==> config.mk <==
export PLATFORM = sky130hd
export DESIGN_NAME = mdu_sequencer_flat
export DESIGN_NICKNAME = d
export VERILOG_FILES = /design/src/rtl/mdu_sequencer_pkg.sv /design/src/rtl/mdu_sequencer_if.sv /design/src/rtl/mdu_iter_core.sv /design/src/rtl/mdu_sequencer.sv /design/src/flat_wrapper.sv
export SDC_FILE = /design/constraint.sdc
export NUM_CORES = 1
export LEC_CHECK = 0
export CORE_MARGIN = 5
export CORE_UTILIZATION = 45
export DETAILED_ROUTE_END_ITERATION = 8
export GPL_ROUTABILITY_DRIVEN = 0
export PLACE_DENSITY = 0.71
export SLEW_MARGIN = 15
export SYNTH_ARGS = -nofsm -noshare
export SYNTH_HDL_FRONTEND = slang
export SYNTH_SLANG_ARGS = --single-unit
==> constraint.sdc <==
create_clock -name i_Clk -period 4.5 [get_ports i_Clk]
set_input_delay 0.45 -clock i_Clk [delete_from_list [all_inputs] [get_ports i_Clk]]
set_output_delay 0.45 -clock i_Clk [all_outputs]
set_load 0.01 [all_outputs]
==> src/rtl/mdu_sequencer_pkg.sv <==
`default_nettype none
// +------------------------------------------------------------------+
// | mdu_sequencer_pkg : RV32M opcode, funct7 and FSM state encodings |
// | rev 1.0                                                          |
// +------------------------------------------------------------------+
package mdu_sequencer_pkg;

  localparam logic [2:0] c_f3_mul    = 3'b000;
  localparam logic [2:0] c_f3_mulh   = 3'b001;
  localparam logic [2:0] c_f3_mulhsu = 3'b010;
  localparam logic [2:0] c_f3_mulhu  = 3'b011;
  localparam logic [2:0] c_f3_div    = 3'b100;
  localparam logic [2:0] c_f3_divu   = 3'b101;
  localparam logic [2:0] c_f3_rem    = 3'b110;
  localparam logic [2:0] c_f3_remu   = 3'b111;

  localparam logic [6:0] c_f7_muldiv = 7'b0000001;

  localparam logic [1:0] c_st_idle  = 2'd0;
  localparam logic [1:0] c_st_calc  = 2'd1;
  localparam logic [1:0] c_st_fixup = 2'd2;
  localparam logic [1:0] c_st_done  = 2'd3;

  function automatic logic f3_signed_a(input logic [2:0] f3);
    return (f3 == c_f3_mulh) || (f3 == c_f3_mulhsu) ||
           (f3 == c_f3_div)  || (f3 == c_f3_rem);
  endfunction

  function automatic logic f3_signed_b(input logic [2:0] f3);
    return (f3 == c_f3_mulh) || (f3 == c_f3_div) || (f3 == c_f3_rem);
  endfunction

endpackage
`default_nettype wire

==> src/rtl/mdu_sequencer_if.sv <==
`default_nettype none
// +------------------------------------------------------------------+
// | mdu_sequencer_if : decoder <-> multiply/divide unit handshake    |
// | rev 1.0                                                          |
// +------------------------------------------------------------------+
interface mdu_sequencer_if #(
  parameter int XLEN = 32
);
  logic            i_Start;
  logic            i_Kill;
  logic [6:0]      i_Funct7;
  logic [2:0]      i_Funct3;
  logic [XLEN-1:0] i_OpA;
  logic [XLEN-1:0] i_OpB;
  logic            o_Busy;
  logic            o_Done;
  logic [XLEN-1:0] o_Result;
  logic            o_Illegal;

  modport master (
    output i_Start, i_Kill, i_Funct7, i_Funct3, i_OpA, i_OpB,
    input  o_Busy, o_Done, o_Result, o_Illegal
  );

  modport slave (
    input  i_Start, i_Kill, i_Funct7, i_Funct3, i_OpA, i_OpB,
    output o_Busy, o_Done, o_Result, o_Illegal
  );
endinterface
`default_nettype wire

==> src/rtl/mdu_iter_core.sv <==
`default_nettype none
// +------------------------------------------------------------------+
// | mdu_iter_core : one shift-add / restoring-subtract step per cycle|
// | rev 1.0                                                          |
// +------------------------------------------------------------------+
module mdu_iter_core #(
  parameter int XLEN = 32
) (
  input  logic              i_Clk,
  input  logic              i_Rst,
  input  logic              i_load,
  input  logic              i_step,
  input  logic              i_is_div,
  input  logic [XLEN-1:0]   i_mag_a,
  input  logic [XLEN-1:0]   i_mag_b,
  output logic [2*XLEN-1:0] o_acc
);

  // Multiply: acc = {partial product, multiplier}; operand = multiplicand.
  // Divide:   acc = {remainder, dividend/quotient}; operand = divisor.
  logic [2*XLEN-1:0] r_acc;
  logic [XLEN-1:0]   r_opnd;
  logic              r_is_div;

  logic [XLEN:0]     w_add;
  logic [XLEN:0]     w_shift;
  logic [XLEN:0]     w_trial;
  logic [2*XLEN-1:0] w_mul_next;
  logic [2*XLEN-1:0] w_div_next;

  always_comb begin
    w_add      = {1'b0, r_acc[2*XLEN-1:XLEN]} +
                 (r_acc[0] ? {1'b0, r_opnd} : {(XLEN+1){1'b0}});
    w_mul_next = {w_add, r_acc[XLEN-1:1]};
    w_shift    = {r_acc[2*XLEN-1:XLEN], r_acc[XLEN-1]};
    w_trial    = w_shift - {1'b0, r_opnd};
    // A set top bit of the trial difference means the divisor did not fit.
    if (w_trial[XLEN]) begin
      w_div_next = {w_shift[XLEN-1:0], r_acc[XLEN-2:0], 1'b0};
    end else begin
      w_div_next = {w_trial[XLEN-1:0], r_acc[XLEN-2:0], 1'b1};
    end
  end

  always_ff @(posedge i_Clk) begin
    if (i_Rst) begin
      r_acc    <= '0;
      r_opnd   <= '0;
      r_is_div <= 1'b0;
    end else if (i_load) begin
      r_is_div <= i_is_div;
      r_opnd   <= i_is_div ? i_mag_b : i_mag_a;
      r_acc    <= {{XLEN{1'b0}}, (i_is_div ? i_mag_a : i_mag_b)};
    end else if (i_step) begin
      r_acc    <= r_is_div ? w_div_next : w_mul_next;
    end
  end

  assign o_acc = r_acc;

endmodule
`default_nettype wire

==> src/rtl/mdu_sequencer.sv <==
`default_nettype none
// +------------------------------------------------------------------+
// | mdu_sequencer : iterative RV32M multiply/divide with its own FSM |
// | rev 1.0                                                          |
// +------------------------------------------------------------------+
module mdu_sequencer
  import mdu_sequencer_pkg::*;
#(
  parameter int XLEN = 32
) (
  input  logic           i_Clk,
  input  logic           i_Rst,
  mdu_sequencer_if.slave mdu
);

  localparam int              c_cnt_w = $clog2(XLEN);
  localparam logic [c_cnt_w-1:0] c_last = c_cnt_w'(XLEN-1);
  localparam logic [XLEN-1:0] c_min  = {1'b1, {(XLEN-1){1'b0}}};

  logic [1:0]         r_state;
  logic [1:0]         w_next;
  logic [c_cnt_w-1:0] r_count;
  logic [2:0]         r_funct3;
  logic               r_sign_a;
  logic               r_sign_b;
  logic               r_fast;
  logic [XLEN-1:0]    r_fast_result;
  logic [XLEN-1:0]    r_result;
  logic               r_illegal;

  logic               w_legal;
  logic               w_accept;
  logic               w_sa;
  logic               w_sb;
  logic               w_div0;
  logic               w_ovf;
  logic               w_fast;
  logic [XLEN-1:0]    w_mag_a;
  logic [XLEN-1:0]    w_mag_b;
  logic [XLEN-1:0]    w_fast_val;
  logic [2*XLEN-1:0]  w_acc;
  logic [2*XLEN-1:0]  w_prod;
  logic [XLEN-1:0]    w_quot;
  logic [XLEN-1:0]    w_rem;
  logic [XLEN-1:0]    w_fix_result;
  logic               w_step;
  logic               w_load;

  always_comb begin
    w_legal  = (mdu.i_Funct7 == c_f7_muldiv);
    w_accept = (r_state == c_st_idle) && mdu.i_Start && !mdu.i_Kill && w_legal;
    w_sa     = f3_signed_a(mdu.i_Funct3) && mdu.i_OpA[XLEN-1];
    w_sb     = f3_signed_b(mdu.i_Funct3) && mdu.i_OpB[XLEN-1];
    w_mag_a  = w_sa ? -mdu.i_OpA : mdu.i_OpA;
    w_mag_b  = w_sb ? -mdu.i_OpB : mdu.i_OpB;
    w_div0   = mdu.i_Funct3[2] && (mdu.i_OpB == '0);
    w_ovf    = mdu.i_Funct3[2] && !mdu.i_Funct3[0] &&
               (mdu.i_OpA == c_min) && (mdu.i_OpB == '1);
    w_fast   = w_div0 || w_ovf;
    if (w_div0) begin
      w_fast_val = mdu.i_Funct3[1] ? mdu.i_OpA : '1;
    end else begin
      w_fast_val = mdu.i_Funct3[1] ? '0 : mdu.i_OpA;
    end
  end

  mdu_iter_core #(
    .XLEN     (XLEN)
  ) u_core (
    .i_Clk    (i_Clk),
    .i_Rst    (i_Rst),
    .i_load   (w_load),
    .i_step   (w_step),
    .i_is_div (mdu.i_Funct3[2]),
    .i_mag_a  (w_mag_a),
    .i_mag_b  (w_mag_b),
    .o_acc    (w_acc)
  );

  always_comb begin
    w_prod = (r_sign_a ^ r_sign_b) ? -w_acc : w_acc;
    w_quot = (r_sign_a ^ r_sign_b) ? -w_acc[XLEN-1:0] : w_acc[XLEN-1:0];
    w_rem  = r_sign_a ? -w_acc[2*XLEN-1:XLEN] : w_acc[2*XLEN-1:XLEN];
    case (r_funct3)
      c_f3_mul:                         w_fix_result = w_prod[XLEN-1:0];
      c_f3_mulh, c_f3_mulhsu, c_f3_mulhu: w_fix_result = w_prod[2*XLEN-1:XLEN];
      c_f3_div, c_f3_divu:              w_fix_result = w_quot;
      default:                          w_fix_result = w_rem;
    endcase
  end

  always_ff @(posedge i_Clk) begin
    if (i_Rst) begin
      r_state <= c_st_idle;
    end else begin
      r_state <= w_next;
    end
  end

  // Fast-path ops spend one cycle in FIXUP so their latency is fixed at two.
  always_comb begin
    w_next = r_state;
    case (r_state)
      c_st_idle:  if (w_accept) w_next = w_fast ? c_st_fixup : c_st_calc;
      c_st_calc:  if (r_count == c_last) w_next = c_st_fixup;
      c_st_fixup: w_next = c_st_done;
      default:    w_next = c_st_idle;
    endcase
    if (mdu.i_Kill && (r_state != c_st_idle)) begin
      w_next = c_st_idle;
    end
  end

  always_comb begin
    mdu.o_Busy = (r_state == c_st_calc) || (r_state == c_st_fixup);
    mdu.o_Done = (r_state == c_st_done);
    w_step     = (r_state == c_st_calc) && !mdu.i_Kill;
    w_load     = w_accept;
  end

  always_ff @(posedge i_Clk) begin
    if (i_Rst) begin
      r_count       <= '0;
      r_funct3      <= '0;
      r_sign_a      <= 1'b0;
      r_sign_b      <= 1'b0;
      r_fast        <= 1'b0;
      r_fast_result <= '0;
      r_result      <= '0;
      r_illegal     <= 1'b0;
    end else begin
      r_illegal <= (r_state == c_st_idle) && mdu.i_Start && !mdu.i_Kill && !w_legal;
      if (w_accept) begin
        r_funct3      <= mdu.i_Funct3;
        r_sign_a      <= w_sa;
        r_sign_b      <= w_sb;
        r_fast        <= w_fast;
        r_fast_result <= w_fast_val;
        r_count       <= '0;
      end else if (w_step) begin
        r_count <= r_count + c_cnt_w'(1);
      end
      if ((r_state == c_st_fixup) && !mdu.i_Kill) begin
        r_result <= r_fast ? r_fast_result : w_fix_result;
      end
    end
  end

  assign mdu.o_Result  = r_result;
  assign mdu.o_Illegal = r_illegal;

endmodule
`default_nettype wire
==> src/flat_wrapper.sv <==
// flat-port wrapper written by rule: the top's interface ports become plain ports
module mdu_sequencer_flat import mdu_sequencer_pkg::*;
#(
  parameter int XLEN = 32
)
  (i_Clk, i_Rst, mdu_i_Start, mdu_i_Kill, mdu_i_Funct7, mdu_i_Funct3, mdu_i_OpA, mdu_i_OpB, mdu_o_Busy, mdu_o_Done, mdu_o_Result, mdu_o_Illegal);
  mdu_sequencer_if #(.XLEN(XLEN)) mdu_i ();
  input  logic i_Clk;
  input  logic i_Rst;
  input wire logic [$bits(mdu_i.i_Start)-1:0] mdu_i_Start;
  input wire logic [$bits(mdu_i.i_Kill)-1:0] mdu_i_Kill;
  input wire logic [$bits(mdu_i.i_Funct7)-1:0] mdu_i_Funct7;
  input wire logic [$bits(mdu_i.i_Funct3)-1:0] mdu_i_Funct3;
  input wire logic [$bits(mdu_i.i_OpA)-1:0] mdu_i_OpA;
  input wire logic [$bits(mdu_i.i_OpB)-1:0] mdu_i_OpB;
  output wire logic [$bits(mdu_i.o_Busy)-1:0] mdu_o_Busy;
  output wire logic [$bits(mdu_i.o_Done)-1:0] mdu_o_Done;
  output wire logic [$bits(mdu_i.o_Result)-1:0] mdu_o_Result;
  output wire logic [$bits(mdu_i.o_Illegal)-1:0] mdu_o_Illegal;
  assign mdu_i.i_Start = mdu_i_Start;
  assign mdu_i.i_Kill = mdu_i_Kill;
  assign mdu_i.i_Funct7 = mdu_i_Funct7;
  assign mdu_i.i_Funct3 = mdu_i_Funct3;
  assign mdu_i.i_OpA = mdu_i_OpA;
  assign mdu_i.i_OpB = mdu_i_OpB;
  assign mdu_o_Busy = mdu_i.o_Busy;
  assign mdu_o_Done = mdu_i.o_Done;
  assign mdu_o_Result = mdu_i.o_Result;
  assign mdu_o_Illegal = mdu_i.o_Illegal;
  mdu_sequencer #(.XLEN(XLEN)) u_core (.i_Clk(i_Clk), .i_Rst(i_Rst), .mdu(mdu_i));
endmodule
# --- Word level (Yosys, flattened, before mapping) ---
# Cells that the tools add are included.
classes:
  add_sub_neg: 8
  eq_ne: 18
  n_mux: 21
  bitwise: 1
  n_reduce_logical: 33
ops:
  columns: ["operator", "count"]
  rows:
  - ["$mux 32", 13]
  - ["$mux 64", 3]
  - ["$neg 32->32", 4]
  - ["$pmux 32 s3", 1]
  - ["$eq 32x32->1 const B", 2]
  - ["$neg 64->64", 1]
  - ["$add 32x32->33", 1]
  - ["$sub 33x32->33", 1]
  - ["$logic_not 32->1", 1]
  - ["$logic_and 1x1->1", 13]
  - ["$eq 3x3->1 const B", 4]
  - ["$eq 3x2->1 const B", 3]
  - ["$eq 7x1->1 const B", 1]
  - ["$logic_or 1x1->1", 7]
  - ["$eq 3x1->1 const B", 2]
  - ["$mux 2", 3]
  - ["$pmux 2 s3", 1]
  - ["$reduce_or 2->1", 3]
  - ["$add 5x1->5 const B", 1]
  - ["$eq 5x5->1 const B", 1]
  - ["$eq 2x2->1 const B", 2]
  - ["$ne 2x1->1 const B", 2]
  - ["$reduce_bool 2->1", 2]
  - ["$logic_not 1->1", 3]
  - ["6 further kinds", 6]
totals:
  ff_bits: 175
  inputBits: 78
  output_inout_bits: 35
  wordCells: 94

# --- Longest topological paths before layout ---
depth:
  word_depth: 8
  mapped_depth: 14
  mapped_depth_nobuf: 12

# --- By module ---
# From an unflattened synthesis, not the netlist that was laid out.
hier_totals:
  cells_unflattened: 2176
  hier_area_um2: 16595.9
modules_own_cells:
  columns: ["mod", "instances", "cells_each", "area_each_um2", "seq_area_each_um2"]
  rows:
  - ["mdu_iter_core", 1, 1085, 8660.8, 1941.9]
  - ["mdu_sequencer", 1, 1091, 7935.1, 1561.5]

# --- Least setup slack after synthesis ---
# Ideal clock, no wire load.
synth_path:
  path_kind: "reg-to-reg"
  from: "register u_core.u_core.r_acc[31] (netlist: u_core.u_core.o_acc[31])"
  to: "register u_core.u_core.r_acc[55] (netlist: u_core.u_core.o_acc[55])"
  setup_ns: 0.117
  arrival_time_ns: 2.985
  required_ns: 4.383
  path_slack_ns: 1.397
  path_stages_with_launch: 15
  path_buffers: 2
  synth_period_minus_slack_ns: 3.103
  path_cell_list: "dfxtp_1 -> inv_1 -> ha_1 -> fa_1 -> nand2b_1 -> a21oi_1 -> o31a_1 -> and3_1 -> o211ai_1 -> and3_1 -> clkbuf_1 -> nor2_2 -> buf_4 -> nand3_1 -> a32o_1"
synth_via:
  elab_chain_cells: 3
synth_lines:
  columns: ["element", "line_no", "source"]
  rows:
  - ["start: declaration", "mdu_iter_core.sv:21", "logic [2*XLEN-1:0] r_acc;"]
  - ["start signal: assignment", "mdu_iter_core.sv:53", "r_acc <= {{XLEN{1'b0}}, (i_is_div ? i_mag_a : i_mag_b)};"]
  - ["start signal: assignment", "mdu_iter_core.sv:55", "r_acc <= r_is_div ? w_div_next : w_mul_next;"]
  - ["$sub 33x32->33", "mdu_iter_core.sv:36", "w_trial = w_shift - {1'b0, r_opnd};"]
  - ["$mux 64", "mdu_iter_core.sv:38", "if (w_trial[XLEN]) begin"]
  - ["$mux 64", "mdu_iter_core.sv:55", null]
# Every way passes these cells.
# A chain may end at the register's enable or synchronous reset.

# --- Worst setup path in the final report ---
layout_path:
  from: "register u_core.u_core.r_acc[32] (netlist: u_core.u_core.o_acc[32])"
  to: "register u_core.u_core.r_acc[47] (netlist: u_core.u_core.o_acc[47])"
layout_via:
  elab_chain_cells: 3
  elab_cells_between_ends: 4
  classes_between: "add/sub: 2; mux: 2"
layout_lines:
  columns: ["element", "line_no"]
  rows:
  - ["$sub 33x32->33", "mdu_iter_core.sv:36"]
  - ["$mux 64", "mdu_iter_core.sv:38"]
  - ["$mux 64 (*)", "mdu_iter_core.sv:55"]
# Every way passes the cells marked *; elsewhere a longest branch is shown, timed or not.

==> results.md <==
## Floorplan
• 69 — count of standard-cell rows
• 45.7% — starting density of the core
• 35700 um2 — core footprint
• 200 um — Die Y-Extent
• 113 — number of placed I/O pins
• 200 um — DIE WIDTH
• 40100 um2 — Die ar.

## Detailed routing
• 18600 — via count
• 64800 um — post-detailed-routing wire length
• 19 — DRC violation count after routing
• 6.71 — average vias per placed instance
• 2988 — number of DRC markers in iteration 0
• 9 — drt first pass iters
• 0 — Antenna Violating Nets Remaining
• 23.4 um — routed length per placed instance

## Timing
• 3.83 ns — crit path time final
• 0 — number of slew-limit violations in the final report
• 0 — number of hold violations in the final report
• 0.261 GHz — achievable frequency
• 1.16 ns — Worst Tran Pin Value
• no — unrepaired setup endpoints after global routing
• 0.383 ns — WHS
• 85.1% — fraction of the cycle the final worst path needs
• 0.0143 ns — clk_skew
• 0 — count of endpoints failing setup in the final report
• 22.3% — remaining max-slew budget at the tightest pin
• 0 ns — final sum of negative setup slack

## Cells and area
• 12.4% — P&R area growth vs syn
• 51.3% — final core utilization
• 0 — final antenna diode count
• nand2_1 — most frequent standard cell in the layout excluding fill and tap cells
• 5.72% — fraction of layout cells with a size suffix above 1
• 2452 — number of nets in the layout
• nand2_1, a21oi_1, nor2_1 — leading cell types in the layout, fill and taps excluded

## Run status
• DRC — violations in the final reports
• complete, but fails checks — run status

## Clock tree
• 0.46 ns — Skew-Pair Late Insertion Delay
• 4 — H-tree level count
• 2 — maximum count of clock buffers along a single path
• 0.08 ns — clock-pin slew on the worst setup and hold paths
• 0 — hold buffer count at CTS
• built — TritonCTS clock tree
• 174 — clock net sink count
• 0 — count of buffers added by post-CTS timing repair for setup
• 17 — number of CTS-inserted buffers
• 0 — total of cells resized after clock tree synthesis
• clkbuf_16 — clk root buf

## GRT
• 17000 — via count of the first global-routing pass
• 99600 um — first-pass GRT wire length
• 0 — number of antenna violations at the first check in global routing
• 0 — gr ovfl total
• 30.8% — all-layer global routing usage
• 92 — pin count of the biggest net entering global routing

## Logic synthesis
• 2296 — Synth Instances
• 0 — yosys synthesis warning count
• 16300 um2 — Post-Synthesis Cell Area
• 0 — Post-synth EDFFs
• 21.4% — share of the yosys chip area belonging to registers
• 2451 — Synthesized Nets
• 174 — register bit count reported by yosys
• 0% — async set-reset flop share out of synthesis
• dfxtp_1 — main flop type after synthesis
• 87 — count of unique library cells instantiated by Yosys
• 7.09 um2 — Avg Cell Area, Syn

## Place
• 112 — PortBufs
• 49200 um — DP HPWL

## Worst setup path
• 4.19 ns — worst endpoint data arrival time
• 17 — crit path max fanout
• flip-flop — CP Launch Type
• flip-flop — CP Capture Type
• 4.86 ns — data required time of the worst path
• reg -> reg — worst setup path category

## Min path
• in -> reg — class of the tightest hold or removal check

## Power and ir drop
• 0.00704 uW — P_leak
• 384 nW/um2 — power density over the cells
• 0.261 mV — VDD IR-drop max

## Job
• 0 — Max Cap Viol

## cell families (layout without fill, tap and decap cells)
logic type / count (synthesis) / after routing / synth area share, %
AO/OA/AOI/OAI: 785 / 785 / 31.2
AND/OR/NAND/NOR: 765 / 765 / 22.4
buffers and inverters: 271 / 284 / 6.57
XOR/XNOR: 180 / 180 / 9.68
flip-flops: 174 / 174 / 21.4
adder cells (fa/ha/maj): 77 / 77 / 6.01
multiplexers: 44 / 44 / 2.73
## Yosys cell counts (10+ instances only)
master | number | area (um2)
nand2_1 | 254 | 953
a21oi_1 | 250 | 1250
nor2_1 | 222 | 833
dfxtp_1 | 174 | 3480
clkbuf_1 | 148 | 556
o21ai_0 | 130 | 651
xnor2_1 | 97 | 850
inv_1 | 90 | 338
xor2_1 | 83 | 727
ha_1 | 75 | 938
o211ai_1 | 75 | 563
nor3_1 | 68 | 340
nand3_1 | 44 | 220
mux2i_1 | 41 | 410
nor4_1 | 36 | 225
o21ai_1 | 32 | 160
o221ai_1 | 30 | 263
a211oi_1 | 28 | 210
a21o_1 | 27 | 203
a31oi_1 | 25 | 156
o31ai_1 | 25 | 188
nand4_1 | 23 | 144
o211a_1 | 23 | 230
buf_2 | 16 | 80.1
o22ai_1 | 16 | 100
nand2b_1 | 15 | 93.8
or3_1 | 14 | 87.6
or4_1 | 14 | 105
a221oi_1 | 13 | 114
o21bai_1 | 11 | 82.6
o41ai_1 | 11 | 96.3
and3_1 | 10 | 62.6
## registers in the layout, summed over array words and instances, names as in the netlist
register and cells:
u_core.r_state 2, u_core.r_sign_b 1, u_core.u_core.o_acc 64, u_core.r_funct3 2, u_core.u_core.r_opnd 32, u_core.r_fast_result 32, u_core.u_core.r_is_div 1, u_core.r_sign_a 1
u_core.mdu.o_Illegal 1, u_core.r_fast 1, u_core.r_count 5, u_core.mdu.o_Result 32
## cell type report
type | count | area, um2
fill | 3414 | 17400
tap | 461 | 577
inverter | 90 | 338
timing repair buffer | 163 | 1510
clock inverter | 14 | 198
sequential | 174 | 3480
clock buffer | 17 | 425
multi-input combinational | 1851 | 11800
## worst paths after layout
kind                                                              end  cells after the start  slack [ns]                                  start
worst min-delay path             u_core.u_core.o_acc[13]$_SDFFE_PP0P_                      4        0.38                        mdu_i_Funct3[2]
worst max register to register   u_core.u_core.o_acc[47]$_SDFFE_PP0P_                     12        0.67   u_core.u_core.o_acc[32]$_SDFFE_PP0P_
worst max-delay path             u_core.u_core.o_acc[47]$_SDFFE_PP0P_                     12        0.67   u_core.u_core.o_acc[32]$_SDFFE_PP0P_
worst min register to register  u_core.u_core.r_opnd[11]$_SDFFE_PP0P_                      2        0.45  u_core.u_core.r_opnd[11]$_SDFFE_PP0P_
## critical path, stage by stage (launching register included)
cell	delay (ns)
dfxtp_1	0.49
inv_1	0.20
fa_1	0.48
nand2b_1	0.18
a21oi_1	0.19
o31a_1	0.33
and3_1	0.28
o211ai_1	0.13
and3_1	0.38
nor2_2	0.42
buf_4	0.27
mux2i_1	0.09
a221oi_1	0.27
## through the flow
step | total power [uW] | worst slack, ns | cell area, um2 | instances
floorplan | 4270 | 1.40 | 16300 | 2296
global placement | 5210 | 0.880 | 17700 | 2739
detailed placement | 5260 | 0.792 | 17700 | 2739
CTS | 6870 | 0.772 | 18300 | 2770
global route | 7330 | 0.435 | 18300 | 2770
finish | 7020 | 0.669 | 18300 | 2770
## layer usage
| layer | GRT usage (%) | up-vias | routed length, um |
|---|---|---|---|
| li1 | - | 8391 | - |
| met1 | 41.1 | 8586 | 25500 |
| met2 | 46.1 | 1351 | 26900 |
| met3 | 7.83 | 268 | 8330 |
| met4 | 15.4 | 2 | 4010 |
| met5 | 1.19 | - | 68 |
## power by group
group	switching [uW]	internal [uW]	total (uW)
logic	2400	1270	3680
registers	137	1590	1730
clock network	722	893	1620
Power figures use the tool's default switching activity.
